## src/rtl/transmissor_serial_8bits_pkg.sv

```systemverilog
// Shared definitions for the 8-bit serial byte link (transmitter and future receiver).
// Frame: start bit, 8 data bits LSB first, optional even parity, stop bit.
package transmissor_serial_8bits_pkg;

    typedef enum logic [2:0] {
        OCIOSO   = 3'd0,
        INICIO   = 3'd1,
        DADOS    = 3'd2,
        PARIDADE = 3'd3,
        PARADA   = 3'd4
    } estado_t;

    localparam logic BIT_INICIO   = 1'b0;
    localparam logic BIT_PARADA   = 1'b1;
    localparam int   LARGURA_DADO = 8;

    // Bits per frame, start and stop included.
    function automatic int unsigned bits_quadro(input int unsigned hab_paridade);
        return (hab_paridade != 0) ? 32'd11 : 32'd10;
    endfunction

    function automatic logic paridade_par(input logic [LARGURA_DADO-1:0] d);
        return ^d;
    endfunction

endpackage

```

## src/rtl/transmissor_serial_8bits_divisor_bit.sv

```systemverilog
// Bit-period divider: counts 0..DIVISOR-1 and flags the terminal count.
// i_limpa restarts the period so the first bit of a frame is full length.
module transmissor_serial_8bits_divisor_bit #(
    parameter int unsigned DIVISOR = 4
) (
    input  logic i_clock,
    input  logic i_reset,
    input  logic i_limpa,
    output logic o_tick
);
    localparam int W = (DIVISOR > 1) ? $clog2(DIVISOR) : 1;

    logic [W-1:0] r_cont;

    assign o_tick = (r_cont == W'(DIVISOR - 1));

    // Period counter; with DIVISOR=1 it stays at zero and ticks every cycle.
    always_ff @(posedge i_clock or posedge i_reset) begin
        if (i_reset) begin
            r_cont <= '0;
        end else if (i_limpa || o_tick) begin
            r_cont <= '0;
        end else begin
            r_cont <= r_cont + W'(1);
        end
    end

endmodule

```

## src/rtl/transmissor_serial_8bits.sv

```systemverilog
// Parallel-in serial-out byte transmitter with valid/ready input handshake.
// The line is registered and idles high; each bit lasts DIVISOR clocks.
module transmissor_serial_8bits
    import transmissor_serial_8bits_pkg::*;
#(
    parameter int unsigned DIVISOR      = 4,
    parameter int unsigned HAB_PARIDADE = 0
) (
    input  logic                    clock,
    input  logic                    reset,
    input  logic [LARGURA_DADO-1:0] dado,
    input  logic                    valido,
    output logic                    pronto,
    output logic                    ocupado,
    output logic                    serial
);
    estado_t                 r_estado;
    logic [LARGURA_DADO-1:0] r_desloc;
    logic                    r_paridade;
    logic [2:0]              r_indice;
    logic                    r_pronto;
    logic                    r_serial;
    logic                    w_aceita;
    logic                    w_tick;

    assign w_aceita = valido && r_pronto;
    assign pronto   = r_pronto;
    assign ocupado  = ~r_pronto;
    assign serial   = r_serial;

    transmissor_serial_8bits_divisor_bit #(
        .DIVISOR (DIVISOR)
    ) u_divisor_bit (
        .i_clock (clock),
        .i_reset (reset),
        .i_limpa (w_aceita),
        .o_tick  (w_tick)
    );

    // Frame sequencer: the line value is registered one state ahead of each bit.
    always_ff @(posedge clock or posedge reset) begin
        if (reset) begin
            r_estado   <= OCIOSO;
            r_desloc   <= '0;
            r_paridade <= 1'b0;
            r_indice   <= 3'd0;
            r_pronto   <= 1'b1;
            r_serial   <= BIT_PARADA;
        end else begin
            case (r_estado)
                OCIOSO: begin
                    r_serial <= BIT_PARADA;
                    if (w_aceita) begin
                        r_desloc   <= dado;
                        r_paridade <= paridade_par(dado);
                        r_indice   <= 3'd0;
                        r_pronto   <= 1'b0;
                        r_serial   <= BIT_INICIO;
                        r_estado   <= INICIO;
                    end
                end
                INICIO: begin
                    if (w_tick) begin
                        r_serial <= r_desloc[0];
                        r_indice <= 3'd0;
                        r_estado <= DADOS;
                    end
                end
                DADOS: begin
                    if (w_tick) begin
                        if (r_indice == 3'd7) begin
                            if (HAB_PARIDADE != 0) begin
                                r_serial <= r_paridade;
                                r_estado <= PARIDADE;
                            end else begin
                                r_serial <= BIT_PARADA;
                                r_estado <= PARADA;
                            end
                        end else begin
                            r_desloc <= r_desloc >> 1;
                            r_serial <= r_desloc[1];
                            r_indice <= r_indice + 3'd1;
                        end
                    end
                end
                PARIDADE: begin
                    if (w_tick) begin
                        r_serial <= BIT_PARADA;
                        r_estado <= PARADA;
                    end
                end
                PARADA: begin
                    if (w_tick) begin
                        r_serial <= BIT_PARADA;
                        r_pronto <= 1'b1;
                        r_estado <= OCIOSO;
                    end
                end
                default: begin
                    r_serial <= BIT_PARADA;
                    r_pronto <= 1'b1;
                    r_estado <= OCIOSO;
                end
            endcase
        end
    end

endmodule

```

## config.mk

```make
export PLATFORM = sky130hd
export DESIGN_NAME = transmissor_serial_8bits
export DESIGN_NICKNAME = d
export VERILOG_FILES = /design/src/rtl/transmissor_serial_8bits_pkg.sv /design/src/rtl/transmissor_serial_8bits_divisor_bit.sv /design/src/rtl/transmissor_serial_8bits.sv
export SDC_FILE = /design/constraint.sdc
export NUM_CORES = 1
export LEC_CHECK = 0
export ABC_AREA = 1
export CAP_MARGIN = 20
export CORE_MARGIN = 3
export CORE_UTILIZATION = 47
export CTS_BUF_LIST = sky130_fd_sc_hd__clkbuf_16
export DETAILED_ROUTE_END_ITERATION = 12
export GPL_ROUTABILITY_DRIVEN = 0
export MAX_ROUTING_LAYER = met4
export PLACE_DENSITY = 0.83
export SYNTH_ARGS = -nofsm -noshare
export SYNTH_HDL_FRONTEND = slang
export SYNTH_SLANG_ARGS = --single-unit
```

## constraint.sdc

```tcl
create_clock -name clock -period 1.4 [get_ports clock]
set_clock_uncertainty 0.1 [all_clocks]
set_input_delay 0.28 -clock clock [delete_from_list [all_inputs] [get_ports clock]]
set_output_delay 0.28 -clock clock [all_outputs]
set_load 0.02 [all_outputs]
```

* Word-level counts from Yosys, hierarchy flattened
Cells that the tools add are included.
** Operators by class
- Add/subtract/negate cells :: 2
- Equality and inequality tests :: 14
- Multiplexer cells :: 24
- Bitwise logic cells :: 2
- Reductions and logical operators :: 12
** Operator list (number)
- 3-bit 2-to-1 mux :: 9
- 8-bit 2-to-1 mux :: 3
- 8-bit one-hot mux with 2 select lines :: 1
- 3-bit one-hot mux with 5 select lines :: 1
- 2-bit by 1-bit != test with 1-bit output (second input constant) :: 6
- 3-bit one-hot mux with 3 select lines :: 1
- 3-bit by 2-bit equality test with 1-bit output (second input constant) :: 2
- 3-bit equality test (second input constant) :: 2
- 1-bit 2-to-1 mux :: 6
- 3-bit AND reduction :: 2
- 6-bit AND reduction :: 1
- 5-bit AND reduction :: 1
- 2-bit != test (second input constant) :: 2
- 1-bit one-hot mux with 4 select lines :: 1
- 4-bit AND reduction :: 1
- 3-bit by 1-bit adder with 3-bit output (second input constant) :: 1
- 3-bit by 1-bit equality test with 1-bit output (second input constant) :: 1
- 3-bit zero test :: 1
- 1-bit one-hot mux with 3 select lines :: 1
- 3-bit nonzero test :: 1
- 3-bit OR reduction :: 1
- 2-bit by 1-bit adder with 2-bit output (second input constant) :: 1
- 2-bit equality test (second input constant) :: 1
- 2-bit 2-to-1 mux :: 1
- other kinds (5) :: 6
** Storage, ports and cells
- Bits in registers :: 18
- Bits of input ports :: 11
- Output and inout port bits :: 3

* Longest topological paths before layout
Gate-level depths: netlist (run 1).
- Word-level depth :: 4
- Mapped depth :: 8

* Modules after synthesis
A second synthesis (run 1) with hierarchy kept.
** Unflattened totals
- Cell total of the unflattened synthesis :: 145
- Area total of the unflattened synthesis :: 1103.6 sq um
** Modules (own cells, without submodules)
- transmissor_serial_8bits :: instances 1, cells each 135, area an instance 1014.7 sq um, sequential area each 402.9 sq um
- transmissor_serial_8bits_divisor_bit :: instances 1, cells each 10, area an instance 88.8 sq um, sequential area each 50.0 sq um

* Least setup slack after synthesis (run 1)
No wires, ideal clock.
- Kind :: reg-to-reg
- Start :: reg r_indice[0]
- End :: reg r_desloc[7]
- Data arrival time :: 1.190 ns
- Data required time :: 1.183 ns
- Setup slack :: -0.007 ns
- Cell stages (with the launch flop) :: 9
- Period minus slack after synthesis :: 1.407 ns
- Path through :: dfrtp_1 ha_1 ha_1 inv_1 nand2_4 nand2_8 nand2_4 nand2_1 nand2_1
** On the way
- Word-level cells in the longest chain between the ends :: 3
** RTL lines
- start: declaration :: line transmissor_serial_8bits.sv:20 : logic [2:0] r_indice;
- start signal: assignment :: line transmissor_serial_8bits.sv:82 : r_indice <= r_indice + 3'd1;
- 3-bit equality test :: line transmissor_serial_8bits.sv:71 : if (r_indice == 3'd7) begin
- 2-bit != test (no source line)
- 4-bit AND reduction (no source line)
- end signal: assignment :: line transmissor_serial_8bits.sv:54 : r_desloc <= dado;
- end signal: assignment :: line transmissor_serial_8bits.sv:80 : r_desloc <= r_desloc >> 1;
- end: declaration :: line transmissor_serial_8bits.sv:18 : logic [LARGURA_DADO-1:0] r_desloc;
Every way passes these cells.
A chain may end at the register's enable or synchronous reset.

* Worst setup path after layout (run 1)
- Start :: reg r_estado[2]
- End :: reg r_desloc[3]
** On the way
- Word-level cells in the longest chain between the ends :: 3
** RTL lines
- start: declaration :: line transmissor_serial_8bits.sv:17 : estado_t r_estado;
- start signal: assignment :: line transmissor_serial_8bits.sv:43 : r_estado <= OCIOSO;
- start signal: assignment :: line transmissor_serial_8bits.sv:59 : r_estado <= INICIO;
- start signal: assignment :: line transmissor_serial_8bits.sv:66 : r_estado <= DADOS;
- 3-bit by 2-bit equality test with 1-bit output or 3-bit zero test (tied branches)
- 2-bit != test (no source line) (tied with other cells)
- 4-bit AND reduction (no source line)
Parallel ways exist; a longest one is shown, timed or not.

==> flow_metrics.tcl, run 1 <==
set metrics [dict create \
    run_status "finished, violations left" \
    violations "setup timing" \
    switchingPower_uw 1570 \
    yosys.area.top_type "dfrtp_1" \
    die_h_um 51.9 \
    cts_buffers 3 \
    finalSetupViolations 9 \
    reg2reg_slack_ns -0.03 \
    final_cells 189 \
    p_seq_share_pct 28.5 \
    cts.sinks 18 \
    internal_power_uw 1850 \
    grt_overflow 0 \
    hold_class "input pin to async pin" \
    core_area_um2 1860 \
    hold_viol 0 \
    yosysTopAreaCellShare_pct 40.4 \
    grt_max_degree 19 \
    power.density_nw_per_um2 2350 \
    drtPass1Iterations 4 \
    fill_cells 113 \
    slew_viol_final 0 \
    final_common_cell "nand2_1" \
    grt_use_total_pct 24.8 \
    vias 1034 \
    min_period_ns 1.43 \
    comb_power_share_pct 54.6 \
    synth.yosys.seq_area_share_pct 45.7 \
    switching_share_pct 45.9 \
    final_antenna_net_count 0 \
    hpwl_mm 1.80 \
    worst_slack_ns -0.0322 \
    num_rows 15 \
    drive_gt1_share_pct 34.8 \
    antenna_found_initial 0 \
    relSlewSlack_pct 83.5 \
    nNetsFinal 179 \
    die_x_um 51.9 \
    clock_latency_ns 0.25 \
    cp.arrival_ns 1.52 \
    drtIter0Drc 69 \
    worst_setup_path_start_kind "flop" \
    drc 0 \
    synth_nets 146 \
    io_pins 14 \
    drv_cap 0 \
    synth_area_um2 991 \
    grt_pass1_wl_mm 4.69 \
    hold_buffers 0 \
    dieArea_um2 2700 \
    rsz0062_at_grt "yes" \
    fin_tns_setup_ns -0.193 \
    drt_wl_total_mm 2.97 \
    viasPerCell 5.47 \
    dpl_cell_area_um2 1240 \
    port_buffers 13 \
    routedWlPerCell_um 15.7 \
    grt_pass1_vias 1058 \
    crit_fanout 7 \
    leakage_uw 0.000740 \
    cts_root_buffer "clkbuf_16" \
    max_freq_mhz 698 \
    fin_area_um2 1450 \
    start_util_pct 53.3 \
    path_clk_slew_ns 0.05 \
    ys_ff_latch 18 \
    clockBufferDepth 2 \
    synth_area_per_cell_um2 7.51 \
    p_clk_share_pct 16.9 \
    ys_top_cells_by_area "dfrtp_1, nand2_1, nand3_1" \
    synth_cell_types 19 \
    fin_util_pct 78.2 \
    ys_warn_count 0 \
    tightestPinTransition_ns 0.245 \
    syn2layout_area_growth_pct 46.6 \
    path_class "flop to flop" \
    synth_cells 132 \
    cts_tree "done" \
    num_antenna_cells 0 \
    htree_levels 1 \
    worstPathRequired_ns 1.49 \
    dp.cells 182 \
    worst_setup_path_end_kind "flop" \
    layout_common_cells "nand2_1, dfrtp_1, buf_4" \
    fin_crit_sh_pct 102 \
    vdd.ir_drop.worst_v 0.00154 \
]
==> worst max-delay path, cell delays in order, from the launching register on <==
cell,delay (ns)
dfrtp_1,0.43
inv_2,0.10
nand2_2,0.07
nor2_4,0.21
buf_6,0.16
nand2_2,0.06
nand2_1,0.09
nand3_2,0.09
nand2_1,0.08
==> final cells by class <==
cell class | count | area (um2) | area share [%]
clock buffers | 3 | 75.1 | 5.17
clock inverters | 1 | 3.75 | 0.258
inverters | 11 | 46.3 | 3.19
multi-input cells | 104 | 617 | 42.5
flip-flops and latches | 18 | 455 | 31.4
well taps | 25 | 31.3 | 2.15
repair buffers | 27 | 224 | 15.4
==> cell families (layout without fill, tap and decap cells) <==
family	Yosys count	after routing	share of synthesized area, %
simple gates	96	97	44.3
flops	18	18	45.7
buf+inv	11	42	4.17
compound gates	4	4	2.02
fa+ha+maj	3	3	3.79
==> per-stage QoR <==
stage | total power, uW | hold WS (ns) | setup slack, ns
after floorplan | 1880 | 0.117 | 0.0111
after global placement | 2350 | 0.319 | -0.133
after detailed placement | 2430 | 0.332 | -0.178
after CTS | 3140 | 0.264 | -0.0345
after global routing | 3650 | 0.305 | -0.114
final | 3410 | 0.254 | -0.0322
==> registers in the layout (all words and copies together) (netlist names) <==
signal / cells
r_desloc: 8
r_estado: 3
r_indice: 3
u_divisor_bit.r_cont: 2
pronto: 1
serial: 1
==> cell usage after synthesis <==
master	number
dfrtp_1	16
inv_2	2
nand2_4	2
nand3_1	13
dfstp_2	2
nand3_2	1
o21ai_0	2
nand2_8	1
nand2_2	1
nor3_1	1
ha_1	3
nor2_4	1
nand3b_1	1
nand2_1	62
inv_1	9
a21oi_1	2
nor2_1	9
nand4_1	3
nor2_2	1
==> worst paths after layout <==
check	cells past startpoint	from	to
max reg2reg	8	r_estado[2]$_DFFE_PP0P_	r_desloc[3]$_DFFE_PP0P_
min in group clock	1	u_divisor_bit.r_cont[0]$_DFF_PP0_	u_divisor_bit.r_cont[0]$_DFF_PP0_
min reg2reg	1	u_divisor_bit.r_cont[0]$_DFF_PP0_	u_divisor_bit.r_cont[0]$_DFF_PP0_
max	8	r_estado[2]$_DFFE_PP0P_	r_desloc[3]$_DFFE_PP0P_
max in group asynchronous	3	reset	serial$_DFFE_PP1P_
min	3	reset	r_indice[1]$_DFFE_PP0P_
==> power groups by stage <==
stage / clock, uW / sequential, uW / combinational [uW]
2_1_floorplan: 0 / 926 / 951
3_3_place_gp: 0 / 906 / 1450
3_5_place_dp: 0 / 917 / 1510
4_1_cts: 578 / 923 / 1640
5_1_grt: 605 / 989 / 2060
6_report: 577 / 971 / 1860
==> what timing repair did <==
item	4_1_cts	5_1_grt
gates cloned	1	0
resized for setup	24	22
endpoints found under the setup margin	16	15
setup buffers	0	2
pin swaps	5	11
==> per-layer routing <==
layer / vias up / track usage [%] / routed length, um
li1: 488 / - / -
met1: 489 / 26.6 / 1250
met2: 42 / 41.8 / 1430
met3: 15 / 5.73 / 186
met4: 0 / 13.5 / 100
met5: - / - / 0
Note: power is estimated with default switching activity, not from simulation.
==> run 2, diff against run 1 <==
--- a/config.mk
+++ b/config.mk
@@ -8,12 +8,12 @@
 export ABC_AREA = 1
 export CAP_MARGIN = 20
 export CORE_MARGIN = 3
-export CORE_UTILIZATION = 47
+export CORE_UTILIZATION = 50
 export CTS_BUF_LIST = sky130_fd_sc_hd__clkbuf_16
 export DETAILED_ROUTE_END_ITERATION = 12
 export GPL_ROUTABILITY_DRIVEN = 0
 export MAX_ROUTING_LAYER = met4
-export PLACE_DENSITY = 0.83
+export PLACE_DENSITY = 0.84
 export SYNTH_ARGS = -nofsm -noshare
 export SYNTH_HDL_FRONTEND = slang
 export SYNTH_SLANG_ARGS = --single-unit
==> constraint.sdc (replaced) <==
create_clock -name clock -period 1.7 [get_ports clock]
set_clock_uncertainty 0.1 [all_clocks]
set_input_delay 0.34 -clock clock [delete_from_list [all_inputs] [get_ports clock]]
set_output_delay 0.34 -clock clock [all_outputs]
set_load 0.02 [all_outputs]
==> flow_metrics.tcl, run 2 (synthesis results as in run 1) <==
set metrics [dict create \
    port_buffers 13 \
    final_antenna_net_count 0 \
    tightestPinTransition_ns 0.373 \
    fin_tns_setup_ns 0 \
    hold_viol 0 \
    finalSetupViolations 0 \
    p_total_uw 2330 \
    drtPass1Iterations 4 \
    num_rows 15 \
    vdd.ir_drop.worst_v 0.00109 \
    relSlewSlack_pct 75.1 \
    fin_area_um2 1250 \
    path_class "flop to output pin" \
    hold_class "input pin to async pin" \
    min_period_ns 1.58 \
    r2r_start "r_indice[0]$_DFFE_PP0P_" \
    viasPerCell 5.09 \
    top_regs "r_desloc: 8 flops, r_estado: 3 flops, r_indice: 3 flops" \
    drtIter0Drc 23 \
    cts.sinks 18 \
    crit_fanout 3 \
    hpwl_mm 1.63 \
    dieArea_um2 2550 \
    power.density_nw_per_um2 1860 \
    layout_common_cells "nand2_1, dfrtp_1, nand3_1" \
    path_clk_slew_ns 0.05 \
    max_freq_mhz 634 \
    rsz0062_at_grt "no" \
    nNetsFinal 167 \
    drc 0 \
    grt_overflow 0 \
    grt_max_degree 11 \
    drive_gt1_share_pct 11.8 \
    grt_use_total_pct 19.0 \
    cts_root_buffer "clkbuf_16" \
    largest-register "r_desloc" \
    drv_cap 0 \
    cp.arrival_ns 1.14 \
    syn2layout_area_growth_pct 26.4 \
    worst_setup_path_end_kind "output pin" \
    core_area_um2 1800 \
    cts_tree "done" \
    dpl_cell_area_um2 1170 \
    reg2reg_slack_ns 0.16 \
    worstPathRequired_ns 1.26 \
    slew_viol_final 0 \
    run_status "complete, no violations" \
    hold_buffers 0 \
    start_util_pct 55.0 \
    grt_pass1_wl_mm 3.67 \
    clock_latency_ns 0.24 \
    worst_setup_path_start_kind "flop" \
    largest_reg_flops 8 \
    final_common_cell "nand2_1" \
    fin_crit_sh_pct 92.8 \
    fill_cells 146 \
    cts_buffers 3 \
    vias 901 \
    worstReg2RegEnd "r_desloc[1]$_DFFE_PP0P_" \
    clockBufferDepth 2 \
    antenna_found_initial 0 \
    htree_levels 1 \
    num_antenna_cells 0 \
    die_h_um 50.5 \
    die_x_um 50.5 \
    drt_wl_total_mm 2.14 \
    io_pins 14 \
    routedWlPerCell_um 12.1 \
    grt_pass1_vias 886 \
    holdWs_ns 0.278 \
    leakage_uw 0.000677 \
    ff2ff_path_depth 8 \
    fin_util_pct 69.5 \
]
-- run 2: worst max path at each step --
stage	depth (start not counted)	slack, ns	to	startpoint
global placement	8	0.09	r_desloc[7]$_DFFE_PP0P_	valido
finish	2	0.12	ocupado	pronto$_DFFE_PP1P_
floorplan	8	0.29	r_desloc[7]$_DFFE_PP0P_	r_indice[0]$_DFFE_PP0P_
global route	7	0.03	r_desloc[3]$_DFFE_PP0P_	r_estado[1]$_DFFE_PP0P_
CTS	2	0.12	ocupado	pronto$_DFFE_PP1P_
detailed placement	8	0.02	r_desloc[6]$_DFFE_PP0P_	valido
-- run 2: worst max-delay path, cell delays in order (launching register included) --
cell,delay (ns)
dfstp_2,0.54
inv_1,0.05
dlygate4sd2_1,0.31
-- run 2: report_power, final --
group | switching, uW | total [uW] | leakage, uW | internal [uW]
clock network | 152 | 464 | 0.0000385 | 312
logic | 725 | 1110 | 0.000412 | 382
registers | 126 | 756 | 0.000226 | 630
-- run 2: per-stage QoR --
step	std cells	setup WS, ns
after floorplan	132	0.293
after global placement	173	0.0874
after detailed placement	173	0.0188
after CTS	177	0.125
after global routing	177	0.0343
final	177	0.123
-- run 2: area by class of cell --
cell class | count | area, um2 | area share [%]
clock inverters | 1 | 3.75 | 0.300
flip-flops and latches | 18 | 453 | 36.2
multi-input cells | 103 | 499 | 39.9
inverters | 11 | 41.3 | 3.30
clock buffers | 3 | 75.1 | 5.99
well taps | 25 | 31.3 | 2.50
repair buffers | 16 | 149 | 11.9
-- run 2: layer usage --
metal | vias up | wire (um) | global-route usage [%]
met5 | - | 0 | -
met4 | 0 | 35 | 6.28
met3 | 4 | 114 | 2.37
met2 | 36 | 1070 | 32.8
met1 | 402 | 924 | 22.8
li1 | 459 | - | -
-- run 2: what timing repair did --
action	4_1_cts	5_1_grt
endpoints found under the hold margin	0	0
cloned	0	0
resized for setup	3	1
buffers inserted	0	0
endpoints found under the setup margin	3	8
==> run 3, diff against run 2 <==
--- a/config.mk
+++ b/config.mk
@@ -11,9 +11,10 @@
 export CORE_UTILIZATION = 50
 export CTS_BUF_LIST = sky130_fd_sc_hd__clkbuf_16
 export DETAILED_ROUTE_END_ITERATION = 12
+export DONT_BUFFER_PORTS = 1
 export GPL_ROUTABILITY_DRIVEN = 0
 export MAX_ROUTING_LAYER = met4
-export PLACE_DENSITY = 0.84
+export PLACE_DENSITY = 0.75
 export SYNTH_ARGS = -nofsm -noshare
 export SYNTH_HDL_FRONTEND = slang
 export SYNTH_SLANG_ARGS = --single-unit
==> flow_metrics.tcl, run 3 (synthesis results as in run 1) <==
set metrics [dict create \
    drtPass1Iterations 4 \
    grt_overflow 0 \
    path_delay_family "adder cells" \
    largest-register "r_desloc" \
    fin_util_pct 62.5 \
    die_h_um 50.5 \
    holdWs_ns 0.230 \
    fin_tns_setup_ns 0 \
    rsz0062_at_grt "no" \
    htree_levels 1 \
    slew_viol_final 0 \
    routedWlPerCell_um 11.8 \
    path_cells "ha_1, ha_1, inv_1, nand2_4, nand2_8, nand2_4, nand2_1, nand2_1" \
    reg2reg_slack_ns 0.17 \
    drive_gt1_share_pct 11.5 \
    port_buffers 0 \
    final_antenna_net_count 0 \
    worst_setup_path_start_kind "flop" \
    io_pins 14 \
    power.density_nw_per_um2 1970 \
    dpl_cell_area_um2 1040 \
    grt_pass1_wl_mm 3.55 \
    antenna_found_initial 0 \
    hpwl_mm 1.50 \
    max_stage_delay_ns 0.40 \
    path_class "flop to flop" \
    nNetsFinal 154 \
    grt_pass1_vias 827 \
    run_status "complete, no violations" \
    crit_fanout 9 \
    drc 0 \
    leakage_uw 0.000622 \
    vias 849 \
    clock_latency_ns 0.24 \
    die_x_um 50.5 \
    cts.sinks 18 \
    drtIter0Drc 16 \
    grt_max_degree 19 \
    post_cts_buffers 0 \
    fin_area_um2 1130 \
    num_rows 15 \
    drt_wl_total_mm 1.93 \
    final_common_cell "nand2_1" \
    core_area_um2 1800 \
    largest_reg_flops 8 \
    max_freq_mhz 653 \
    slowest_stage "dfrtp_1" \
    fill_cells 172 \
    cts_root_buffer "clkbuf_16" \
    cts_resized 0 \
    relSlewSlack_pct 82.7 \
    hold_class "input pin to flop" \
    syn2layout_area_growth_pct 13.6 \
    hold_buffers 1 \
    vdd.ir_drop.worst_v 0.000971 \
    worstPathRequired_ns 1.73 \
    hold_viol 0 \
    clockBufferDepth 2 \
    layout_common_cells "nand2_1, dfrtp_1, nand3_1" \
    min_period_ns 1.53 \
    viasPerCell 5.18 \
    multi_input_comb_area_um2 497 \
    tightestPinTransition_ns 0.257 \
    dieArea_um2 2550 \
    num_antenna_cells 0 \
    drv_cap 0 \
    start_util_pct 55.0 \
    layout.area.seq_um2 453 \
    worst_setup_path_end_kind "flop" \
    top_regs "r_desloc: 8 flops, r_estado: 3 flops, r_indice: 3 flops" \
    path_clk_slew_ns 0.05 \
    finalSetupViolations 0 \
    cts_buffers 3 \
    cp.arrival_ns 1.56 \
    fin_crit_sh_pct 90.0 \
    grt_use_total_pct 18.3 \
    crit_buf_inv 1 \
    cts_tree "done" \
]
run 3: worst paths after layout:
check,startpoint,cells after the start,end
max,r_indice[0]$_DFFE_PP0P_,8,r_desloc[2]$_DFFE_PP0P_
min,dado[7],3,r_desloc[7]$_DFFE_PP0P_
max reg2reg,r_indice[0]$_DFFE_PP0P_,8,r_desloc[2]$_DFFE_PP0P_
min reg2reg,u_divisor_bit.r_cont[0]$_DFF_PP0_,1,u_divisor_bit.r_cont[0]$_DFF_PP0_
max in group asynchronous,reset,3,pronto$_DFFE_PP1P_
min in group asynchronous,reset,3,r_desloc[2]$_DFFE_PP0P_
run 3: worst min-delay path, stage by stage:
cell and delay [ns]:
nand2_1 0.04, nand3b_1 0.10, nand2_1 0.05
run 3: where the power goes:
group	internal [uW]	leakage [uW]	switching (uW)	total [uW]
Clock	312	0.0000385	143	454
Sequential	632	0.000226	158	790
Combinational	313	0.000357	663	976
run 3: per-stage QoR:
| step | cells | worst slack (ns) | power [uW] |
|---|---|---|---|
| after detailed placement | 159 | 0.168 | 1760 |
| after CTS | 164 | 0.165 | 2240 |
| after global routing | 164 | 0.0584 | 2420 |
| final | 164 | 0.169 | 2220 |
| after global placement | 159 | 0.213 | 1720 |
| after floorplan | 132 | 0.293 | 1550 |
run 3: metal layers:
metal | part of all wire (%) | global-route usage, % | vias up
met5 | 0 | - | -
met4 | 0.83 | 5.38 | 0
met3 | 3.9 | 3.26 | 2
met2 | 48 | 28.9 | 13
met1 | 48 | 24.0 | 395
li1 | - | - | 439
run 3: layout make-up:
class / instances / share of cell area, %
clock buffers: 3 / 6.67
multi-input cells: 103 / 44.1
repair buffers: 3 / 2.22
clock inverters: 1 / 0.333
flip-flops and latches: 18 / 40.2
inverters: 11 / 3.67
well taps: 25 / 2.78
